## config.mk

```make
export PLATFORM = sky130hd
export DESIGN_NAME = vga_sync_gen_flat
export DESIGN_NICKNAME = d
export VERILOG_FILES = /design/src/rtl/vga_pkg.sv /design/src/rtl/vga_sync_gen_if.sv /design/src/rtl/vga_tick_div.sv /design/src/rtl/vga_sync_gen.sv /design/src/flat_wrapper.sv
export SDC_FILE = /design/constraint.sdc
export NUM_CORES = 1
export LEC_CHECK = 0
export CAP_MARGIN = 20
export CORE_ASPECT_RATIO = 0.8
export CORE_UTILIZATION = 52
export CTS_CLUSTER_DIAMETER = 60
export DETAILED_ROUTE_END_ITERATION = 7
export PLACE_DENSITY_LB_ADDON = 0.15
export SETUP_SLACK_MARGIN = 0.5
export SLEW_MARGIN = 15
export SYNTH_ARGS = -nofsm -noshare
export SYNTH_HDL_FRONTEND = slang
export SYNTH_SLANG_ARGS = --single-unit
```

## constraint.sdc

```tcl
create_clock -name clk -period 4.2 [get_ports clk]
set_input_delay 1.05 -clock clk [delete_from_list [all_inputs] [get_ports clk]]
set_output_delay 1.05 -clock clk [all_outputs]
set_load 0.01 [all_outputs]
```

## src/rtl/vga_pkg.sv

```systemverilog
// Shared VGA timing constants (640x480@60), colour bus width and named colours
// used by the sync generator, its interface and the pixel renderer.
package vga_pkg;

    localparam int VGA_H_DISPLAY = 640;
    localparam int VGA_H_FRONT   = 16;
    localparam int VGA_H_SYNC    = 96;
    localparam int VGA_H_BACK    = 48;
    localparam int VGA_V_DISPLAY = 480;
    localparam int VGA_V_FRONT   = 10;
    localparam int VGA_V_SYNC    = 2;
    localparam int VGA_V_BACK    = 33;

    localparam int VGA_H_TOTAL = VGA_H_DISPLAY + VGA_H_FRONT + VGA_H_SYNC + VGA_H_BACK;
    localparam int VGA_V_TOTAL = VGA_V_DISPLAY + VGA_V_FRONT + VGA_V_SYNC + VGA_V_BACK;

    localparam int VGA_RGB_W = 3;

    typedef enum logic [VGA_RGB_W-1:0] {
        COLOUR_BLACK   = 3'b000,
        COLOUR_BLUE    = 3'b001,
        COLOUR_GREEN   = 3'b010,
        COLOUR_CYAN    = 3'b011,
        COLOUR_RED     = 3'b100,
        COLOUR_MAGENTA = 3'b101,
        COLOUR_YELLOW  = 3'b110,
        COLOUR_WHITE   = 3'b111
    } colour_e;

    // True when value lies in the half-open window [lo, lo+len).
    function automatic logic inWindow(input int value, input int lo, input int len);
        return (value >= lo) && (value < lo + len);
    endfunction

endpackage

```

## src/rtl/vga_sync_gen_if.sv

```systemverilog
// Bundle between the VGA timing generator (master) and the pixel renderer (slave).
interface vga_sync_gen_if #(
    parameter int CNT_W = 10,
    parameter int RGB_W = vga_pkg::VGA_RGB_W
);
    logic [RGB_W-1:0] rgb_in;
    logic             p_tick;
    logic [CNT_W-1:0] pixel_x;
    logic [CNT_W-1:0] pixel_y;
    logic             video_on;
    logic             line_start;
    logic             frame_start;
    logic             hsync;
    logic             vsync;
    logic [RGB_W-1:0] rgb;

    modport master (
        input  rgb_in,
        output p_tick, pixel_x, pixel_y, video_on, line_start, frame_start,
        output hsync, vsync, rgb
    );

    modport slave (
        output rgb_in,
        input  p_tick, pixel_x, pixel_y, video_on, line_start, frame_start,
        input  hsync, vsync, rgb
    );
endinterface

```

## src/rtl/vga_tick_div.sv

```systemverilog
// Divides the system clock into a one-clk pixel tick every DIV clocks.
module vga_tick_div #(
    parameter int DIV = 2
) (
    input  logic clk,
    input  logic reset,
    output logic p_tick
);

    localparam int DW = (DIV > 1) ? $clog2(DIV) : 1;
    localparam logic [DW-1:0] DIV_LAST = DW'(DIV - 1);

    logic [DW-1:0] divCnt_q;
    logic [DW-1:0] divCnt_d;

    always_comb begin
        divCnt_d = (divCnt_q == DIV_LAST) ? '0 : divCnt_q + 1'b1;
    end

    always_ff @(posedge clk or negedge reset) begin
        if (!reset) begin
            divCnt_q <= '0;
        end else begin
            divCnt_q <= divCnt_d;
        end
    end

    // Gating with reset keeps the tick quiet in reset even when DIV=1.
    assign p_tick = reset & (divCnt_q == DIV_LAST);

endmodule

```

## src/rtl/vga_sync_gen.sv

```systemverilog
// Parametrised VGA timing generator: pixel counters, sync pulses and a one-pixel
// output stage that keeps rgb, hsync and vsync aligned to the same pixel.
module vga_sync_gen
    import vga_pkg::*;
#(
    parameter int H_DISPLAY = VGA_H_DISPLAY,
    parameter int H_FRONT   = VGA_H_FRONT,
    parameter int H_SYNC    = VGA_H_SYNC,
    parameter int H_BACK    = VGA_H_BACK,
    parameter int V_DISPLAY = VGA_V_DISPLAY,
    parameter int V_FRONT   = VGA_V_FRONT,
    parameter int V_SYNC    = VGA_V_SYNC,
    parameter int V_BACK    = VGA_V_BACK,
    parameter int DIV       = 2,
    parameter int SYNC_POL  = 0,
    parameter int CNT_W     = 10,
    parameter int RGB_W     = VGA_RGB_W
) (
    input  logic           clk,
    input  logic           reset,
    vga_sync_gen_if.master bus
);

    localparam int H_TOTAL = H_DISPLAY + H_FRONT + H_SYNC + H_BACK;
    localparam int V_TOTAL = V_DISPLAY + V_FRONT + V_SYNC + V_BACK;
    localparam logic [CNT_W-1:0] H_LAST = CNT_W'(H_TOTAL - 1);
    localparam logic [CNT_W-1:0] V_LAST = CNT_W'(V_TOTAL - 1);
    localparam logic SYNC_ACTIVE = (SYNC_POL != 0);

    logic             pTick;
    logic             videoOn;
    logic [CNT_W-1:0] pixelX_q, pixelX_d;
    logic [CNT_W-1:0] pixelY_q, pixelY_d;
    logic             hsync_q, hsync_d;
    logic             vsync_q, vsync_d;
    logic [RGB_W-1:0] rgb_q, rgb_d;

    vga_tick_div #(.DIV(DIV)) uTickDiv (
        .clk    (clk),
        .reset  (reset),
        .p_tick (pTick)
    );

    assign videoOn = (int'(pixelX_q) < H_DISPLAY) && (int'(pixelY_q) < V_DISPLAY);

    always_comb begin
        pixelX_d = pixelX_q + 1'b1;
        pixelY_d = pixelY_q;
        if (pixelX_q == H_LAST) begin
            pixelX_d = '0;
            pixelY_d = (pixelY_q == V_LAST) ? '0 : pixelY_q + 1'b1;
        end
    end

    // Output stage is computed from the pre-increment position so it lags one pixel.
    always_comb begin
        rgb_d   = videoOn ? bus.rgb_in : '0;
        hsync_d = inWindow(int'(pixelX_q), H_DISPLAY + H_FRONT, H_SYNC) ? SYNC_ACTIVE : ~SYNC_ACTIVE;
        vsync_d = inWindow(int'(pixelY_q), V_DISPLAY + V_FRONT, V_SYNC) ? SYNC_ACTIVE : ~SYNC_ACTIVE;
    end

    always_ff @(posedge clk or negedge reset) begin
        if (!reset) begin
            pixelX_q <= '0;
            pixelY_q <= '0;
            hsync_q  <= ~SYNC_ACTIVE;
            vsync_q  <= ~SYNC_ACTIVE;
            rgb_q    <= '0;
        end else if (pTick) begin
            pixelX_q <= pixelX_d;
            pixelY_q <= pixelY_d;
            hsync_q  <= hsync_d;
            vsync_q  <= vsync_d;
            rgb_q    <= rgb_d;
        end
    end

    assign bus.p_tick      = pTick;
    assign bus.pixel_x     = pixelX_q;
    assign bus.pixel_y     = pixelY_q;
    assign bus.video_on    = videoOn;
    assign bus.line_start  = pTick && (pixelX_q == '0);
    assign bus.frame_start = pTick && (pixelX_q == '0) && (pixelY_q == '0);
    assign bus.hsync       = hsync_q;
    assign bus.vsync       = vsync_q;
    assign bus.rgb         = rgb_q;

endmodule

```

## src/flat_wrapper.sv

```systemverilog
// flat-port wrapper written by rule: the top's interface ports become plain ports
module vga_sync_gen_flat import vga_pkg::*;
#(
    parameter int H_DISPLAY = VGA_H_DISPLAY,
    parameter int H_FRONT   = VGA_H_FRONT,
    parameter int H_SYNC    = VGA_H_SYNC,
    parameter int H_BACK    = VGA_H_BACK,
    parameter int V_DISPLAY = VGA_V_DISPLAY,
    parameter int V_FRONT   = VGA_V_FRONT,
    parameter int V_SYNC    = VGA_V_SYNC,
    parameter int V_BACK    = VGA_V_BACK,
    parameter int DIV       = 2,
    parameter int SYNC_POL  = 0,
    parameter int CNT_W     = 10,
    parameter int RGB_W     = VGA_RGB_W
)
  (clk, reset, bus_rgb_in, bus_p_tick, bus_pixel_x, bus_pixel_y, bus_video_on, bus_line_start, bus_frame_start, bus_hsync, bus_vsync, bus_rgb);
  vga_sync_gen_if #(.CNT_W(CNT_W), .RGB_W(RGB_W)) bus_i ();
  input  logic clk;
  input  logic reset;
  input wire logic [$bits(bus_i.rgb_in)-1:0] bus_rgb_in;
  output wire logic [$bits(bus_i.p_tick)-1:0] bus_p_tick;
  output wire logic [$bits(bus_i.pixel_x)-1:0] bus_pixel_x;
  output wire logic [$bits(bus_i.pixel_y)-1:0] bus_pixel_y;
  output wire logic [$bits(bus_i.video_on)-1:0] bus_video_on;
  output wire logic [$bits(bus_i.line_start)-1:0] bus_line_start;
  output wire logic [$bits(bus_i.frame_start)-1:0] bus_frame_start;
  output wire logic [$bits(bus_i.hsync)-1:0] bus_hsync;
  output wire logic [$bits(bus_i.vsync)-1:0] bus_vsync;
  output wire logic [$bits(bus_i.rgb)-1:0] bus_rgb;
  assign bus_i.rgb_in = bus_rgb_in;
  assign bus_p_tick = bus_i.p_tick;
  assign bus_pixel_x = bus_i.pixel_x;
  assign bus_pixel_y = bus_i.pixel_y;
  assign bus_video_on = bus_i.video_on;
  assign bus_line_start = bus_i.line_start;
  assign bus_frame_start = bus_i.frame_start;
  assign bus_hsync = bus_i.hsync;
  assign bus_vsync = bus_i.vsync;
  assign bus_rgb = bus_i.rgb;
  vga_sync_gen #(.H_DISPLAY(H_DISPLAY), .H_FRONT(H_FRONT), .H_SYNC(H_SYNC), .H_BACK(H_BACK), .V_DISPLAY(V_DISPLAY), .V_FRONT(V_FRONT), .V_SYNC(V_SYNC), .V_BACK(V_BACK), .DIV(DIV), .SYNC_POL(SYNC_POL), .CNT_W(CNT_W), .RGB_W(RGB_W)) u_core (.clk(clk), .reset(reset), .bus(bus_i));
endmodule
```

Word level (Yosys, flattened, before mapping)
Cells that the tools add are included.
Widths: inputs -> output; s select.
{"block": "classes", "add_sub_neg": 3, "bitwise_logic": 1, "order_cmp": 6, "reduce_logical": 8, "muxes": 6, "eq_ne": 2}
{"operator": "$add 10x1->10 const B", "count": 2}
{"operator": "$eq 10x10->1 const B", "count": 2}
{"operator": "$logic_not 10->1", "count": 2}
{"operator": "$lt 10x10->1 const B", "count": 2}
{"operator": "$lt 10x9->1 const B", "count": 2}
{"operator": "$mux 10", "count": 2}
{"operator": "$ge 10x10->1 const B", "count": 1}
{"operator": "$ge 10x9->1 const B", "count": 1}
{"operator": "$logic_and 1x1->1", "count": 5}
{"operator": "$mux 1", "count": 3}
{"operator": "$mux 3", "count": 1}
{"operator": "$reduce_and 2->1", "count": 1}
{"operator": "$add 1x1->1 const B", "count": 1}
{"operator": "$and 1x1->1", "count": 1}
{"block": "word_totals", "output_inout_bits": 29, "ff_bits": 26, "inputBits": 5}

Depth between registers and ports, before layout
{"block": "depth", "ltp_word": 3, "depth_mapped": 6, "mapped_depth_nobuf": 6}

By module
Synthesis repeated with hierarchy kept, for this count alone.
{"block": "unflattened", "hier_cells": 140, "hier_area_um2": 1365.1}
{"mod": "vga_sync_gen", "cells_each": 137, "area_each_um2": 1330.0, "n_inst": 1}
{"mod": "vga_tick_div", "cells_each": 3, "area_each_um2": 35.0, "n_inst": 1}

Least setup slack after synthesis
Ideal clock, no wire load.
{"block": "synth_path", "kind": "input to output", "startpoint": "input reset", "endpoint": "output bus_frame_start", "arrival_ns": 1.930, "cell_stages": 4, "t_required_ns": 3.150, "path_slack_ns": 1.220, "path_cell_list": "nand2_1 > inv_2 > and4_1 > nor3b_1"}
{"block": "synth_via", "elab_chain_cells": 3}
{"item": "start: declaration", "line_no": "flat_wrapper.sv:20", "source": "input logic reset;"}
{"item": "$and 1x1->1", "line_no": "vga_tick_div.sv:29", "source": "assign p_tick = reset & (divCnt_q == DIV_LAST);"}
{"item": "net bus_p_tick", "line_no": "flat_wrapper.sv:22", "source": "output wire logic [$bits(bus_i.p_tick)-1:0] bus_p_tick;"}
{"item": "$logic_and 1x1->1"}
{"item": "net bus_line_start", "line_no": "flat_wrapper.sv:26", "source": "output wire logic [$bits(bus_i.line_start)-1:0] bus_line_start;"}
{"item": "$logic_and 1x1->1", "line_no": "vga_sync_gen.sv:83", "source": "assign bus.frame_start = pTick && (pixelX_q == '0) && (pixelY_q == '0);"}
{"item": "end: declaration", "line_no": "flat_wrapper.sv:27", "source": "output wire logic [$bits(bus_i.frame_start)-1:0] bus_frame_start;"}
The timed path passes the listed nets, and every way through them passes these cells.

Worst setup path after layout
{"block": "layout_path", "startpoint": "input reset", "endpoint": "output bus_line_start"}
{"block": "layout_via", "elab_chain_cells": 2}
{"item": "$and 1x1->1", "line_no": "vga_tick_div.sv:29"}
{"item": "$logic_and 1x1->1", "line_no": "vga_sync_gen.sv:82", "source": "assign bus.line_start = pTick && (pixelX_q == '0);"}
{"item": "end: declaration", "line_no": "flat_wrapper.sv:26"}
Every way passes these cells.

==> impl_metrics.toml <==
[run_status]
status = "finished clean"

[grt]
grt_pass1_vias = 997
overflow = 0
antenna_found_initial = 0
grt.total_usage = 0.2251
grt_max_degree = 29
grt_pass1_wl_mm = 4.581

[logic_synthesis]
syn_nets = 144
synth_edf_count = 0
synth_top_area_share = 0.4412
ys_ff_latch = 26
ys_top_cells_by_area = "dfrtp_1 44%, xnor2_1 5.1%, dfstp_2 3.9%"
ys.flop_type = "dfrtp_1"
seq_area_frac_synth = 0.4798
syn_area_um2 = 1361
postSynth.asyncResetShare = 1.000
synth_cell_types = 36
ys_warn_count = 0
synthCells = 135
syn_area_per_cell_um2 = 10.08
yosys.area.top_type = "dfrtp_1"

[sta]
slew_viol_final = 0
fmax_mhz = 278.3
post-route-min-period_ns = 3.594
hold_viol = 0
finalSetupTns_ns = 0
setup_viol = 0
worst_pin_slew_ns = 0.5703
rsz0062_at_grt = "no"
skew_ns = 0.006057
maxSlewHeadroom = 0.6169
period_share = 0.8556

[critical_path]
ff2ff_setup_slack_ns = 2.21
rr_startpoint = "u_core.bus.pixel_x[0]$_DFFE_PN0P_"
timing.critical_path.slowest_stage_cell = "clkdlybuf4s50_1"
worst_r2r_path_depth = 6
cp_max_fo = 8
worst_ep_required_time_ns = 3.15
cp.depth = 5
start_kind = "input pin"
arrival_ns = 2.54
crit_path_max_incr_delay_ns = 0.56
path_delay_family = "buffers and inverters"
r2r-end = "u_core.bus.pixel_y[2]$_DFFE_PN0P_"
end_kind = "primary output"
crit_type = "input pin to primary output"
path_cells = "clkdlybuf4s50_1, nand2_1, inv_2, and4_1, clkdlybuf4s50_1"
startpoint = "reset"
critPathMostFrequentCell = "clkdlybuf4s50_1"
cp_num_buf_inv = 3
crit_path_end = "bus_line_start"

[final_layout]
nNetsFinal = 183
syn2layout_area_growth_pct = 30.70
diodes = 0
finalInstanceArea_um2 = 1779
layout-drive-gt1-share = 0.08092
n_fill_cell = 209

[routing]
drt_first_pass_iters = 4
vias = 1149
drc_errors = 0
wl_mm = 3.035
wl_per_cell_um = 14.52
drt_iter0_markers = 62
ant_nets = 0
via_per_inst = 5.498

[clocking]
cts_sinks = 26
cts_tree = "built"
htree_levels = 1
clkLatencyLatePin_ns = 0.32
clock_path_buffers = 2
cts-buffers-inserted = 3
clk_pin_slew_ns = 0.13
cts_root_buffer = "clkbuf_4"

[floorplan]
die_y_um = 47.77
rows = 16
pin_count = 34
core_area_um2 = 2462
initial_core_util = 0.5528
die_x_um = 59.21
dieArea_um2 = 2828

[power_and_ir_drop]
p_per_area_nw_per_um2 = 324.8
total_power_mw = 0.5779
vdd_drop_max_v = 0.0002279
leakage_nw = 0.7709

[flow_run]
cap_violations = 0

[placed_design]
port_buffers = 33
dpl_cell_area_um2 = 1744
dpl.hpwl_mm = 2.225
place.gp.congestion = 0.8756

[worst_hold_path]
hold_path_class = "flip-flop to flip-flop"
whs_path_depth = 2
## cell families after synthesis
group,Yosys count,synth area share
fa+ha+maj,4,0.03677
flops,26,0.4798
mux,3,0.02573
simple gates,67,0.2840
buf+inv,10,0.03309
xor+xnor,10,0.06434
compound gates,15,0.07629
## sequential cells by signal, indices dropped and copies added, names as in the netlist
| signal | count |
|---|---|
| u_core.bus.rgb | 3 |
| u_core.bus.vsync | 1 |
| u_core.bus.pixel_y | 10 |
| u_core.bus.pixel_x | 10 |
| u_core.bus.hsync | 1 |
| u_core.uTickDiv.divCnt_q | 1 |
## how the worst min path moves through the flow
stage / startpoint / endpoint
after floorplan: u_core.uTickDiv.divCnt_q$_DFF_PN0_ / u_core.uTickDiv.divCnt_q$_DFF_PN0_
after global placement: u_core.bus.hsync$_DFFE_PN1P_ / u_core.bus.hsync$_DFFE_PN1P_
after detailed placement: u_core.bus.rgb[2]$_DFFE_PN0P_ / u_core.bus.rgb[2]$_DFFE_PN0P_
after CTS: u_core.bus.vsync$_DFFE_PN1P_ / u_core.bus.vsync$_DFFE_PN1P_
after global routing: u_core.bus.vsync$_DFFE_PN1P_ / u_core.bus.vsync$_DFFE_PN1P_
final: u_core.bus.vsync$_DFFE_PN1P_ / u_core.bus.vsync$_DFFE_PN1P_
## area by class of cell
type,count,area (µm²),area share
multi-input cells,99,663.1,0.3727
flip-flops and latches,26,653.1,0.3671
repair buffers,36,351.6,0.1976
well taps,36,45.04,0.02532
clock buffers,4,36.28,0.02039
inverters,8,30.03,0.01688
## synth_stat cells (2+ instances only)
master and number:
dfrtp_1 24, nor3b_1 2, mux2i_1 2, nor2b_1 2, nand2_1 12, xnor2_1 8
nand4_1 5, and3_1 6, ha_1 4, and4_1 4, and2_1 2, inv_1 7
nor4_1 2, o21ai_1 3, nor2_1 12, o21ai_0 2, dfstp_2 2, nor3_1 3
nand3_1 9, xor2_1 2, o22ai_1 2, nor4b_1 2, a22o_1 5
## report_power, final
| part | internal (mW) | total [mW] | switching [mW] |
|---|---|---|---|
| Sequential | 0.273 | 0.307 | 0.0338 |
| Combinational | 0.0765 | 0.143 | 0.0669 |
| Clock | 0.0531 | 0.127 | 0.0743 |
## placed cells by master (no fill, tap or decap), drive strengths merged, types with 2 or more instances in the layout
cell type,synthesis,routed
clkdlybuf4s50,0,32
dfrtp,24,24
nor2,12,12
nand2,12,12
nand3,10,10
xnor2,8,8
inv,8,8
and3,6,6
a22o,5,5
nand4,5,5
o21ai,5,5
and4,4,4
ha,4,4
clkbuf,1,4
nor3,3,3
buf,1,3
nor4,3,3
nor2b,2,2
nor4b,2,2
nor3b,2,2
and2,2,2
mux2i,2,2
o22ai,2,2
xor2,2,2
dfstp,2,2
## metrics by stage
step                      cells  utilization  hold WS (ns)  worst slack, ns
after floorplan             135            -        0.4308            1.220
after global placement      205       0.7083        0.4688           0.4413
after detailed placement    205       0.7083        0.4897           0.4285
after CTS                   209       0.7226        0.5111           0.6252
after global routing        209       0.7226        0.5228           0.5603
final                       209       0.7226        0.5112           0.6063
## per-layer routing
layer  vias up  wire length (µm)  track usage
met2        27              1424       0.3730
met3         0               132      0.06757
li1        554                 -            -
met5         -                 0            0
met1       568              1478       0.2988
met4         0                 0      0.04286
## worst min-delay path: stages (launching register included)
cell	delay, ns
dfstp_2	0.39
nor2_1	0.09
a31oi_1	0.04
## timing repair
item	CTS	global route
resized for setup	1	0
hold buffers	0	0
setup buffers	0	0
endpoints found under the setup margin	1	0
Power figures use the tool's default switching activity.
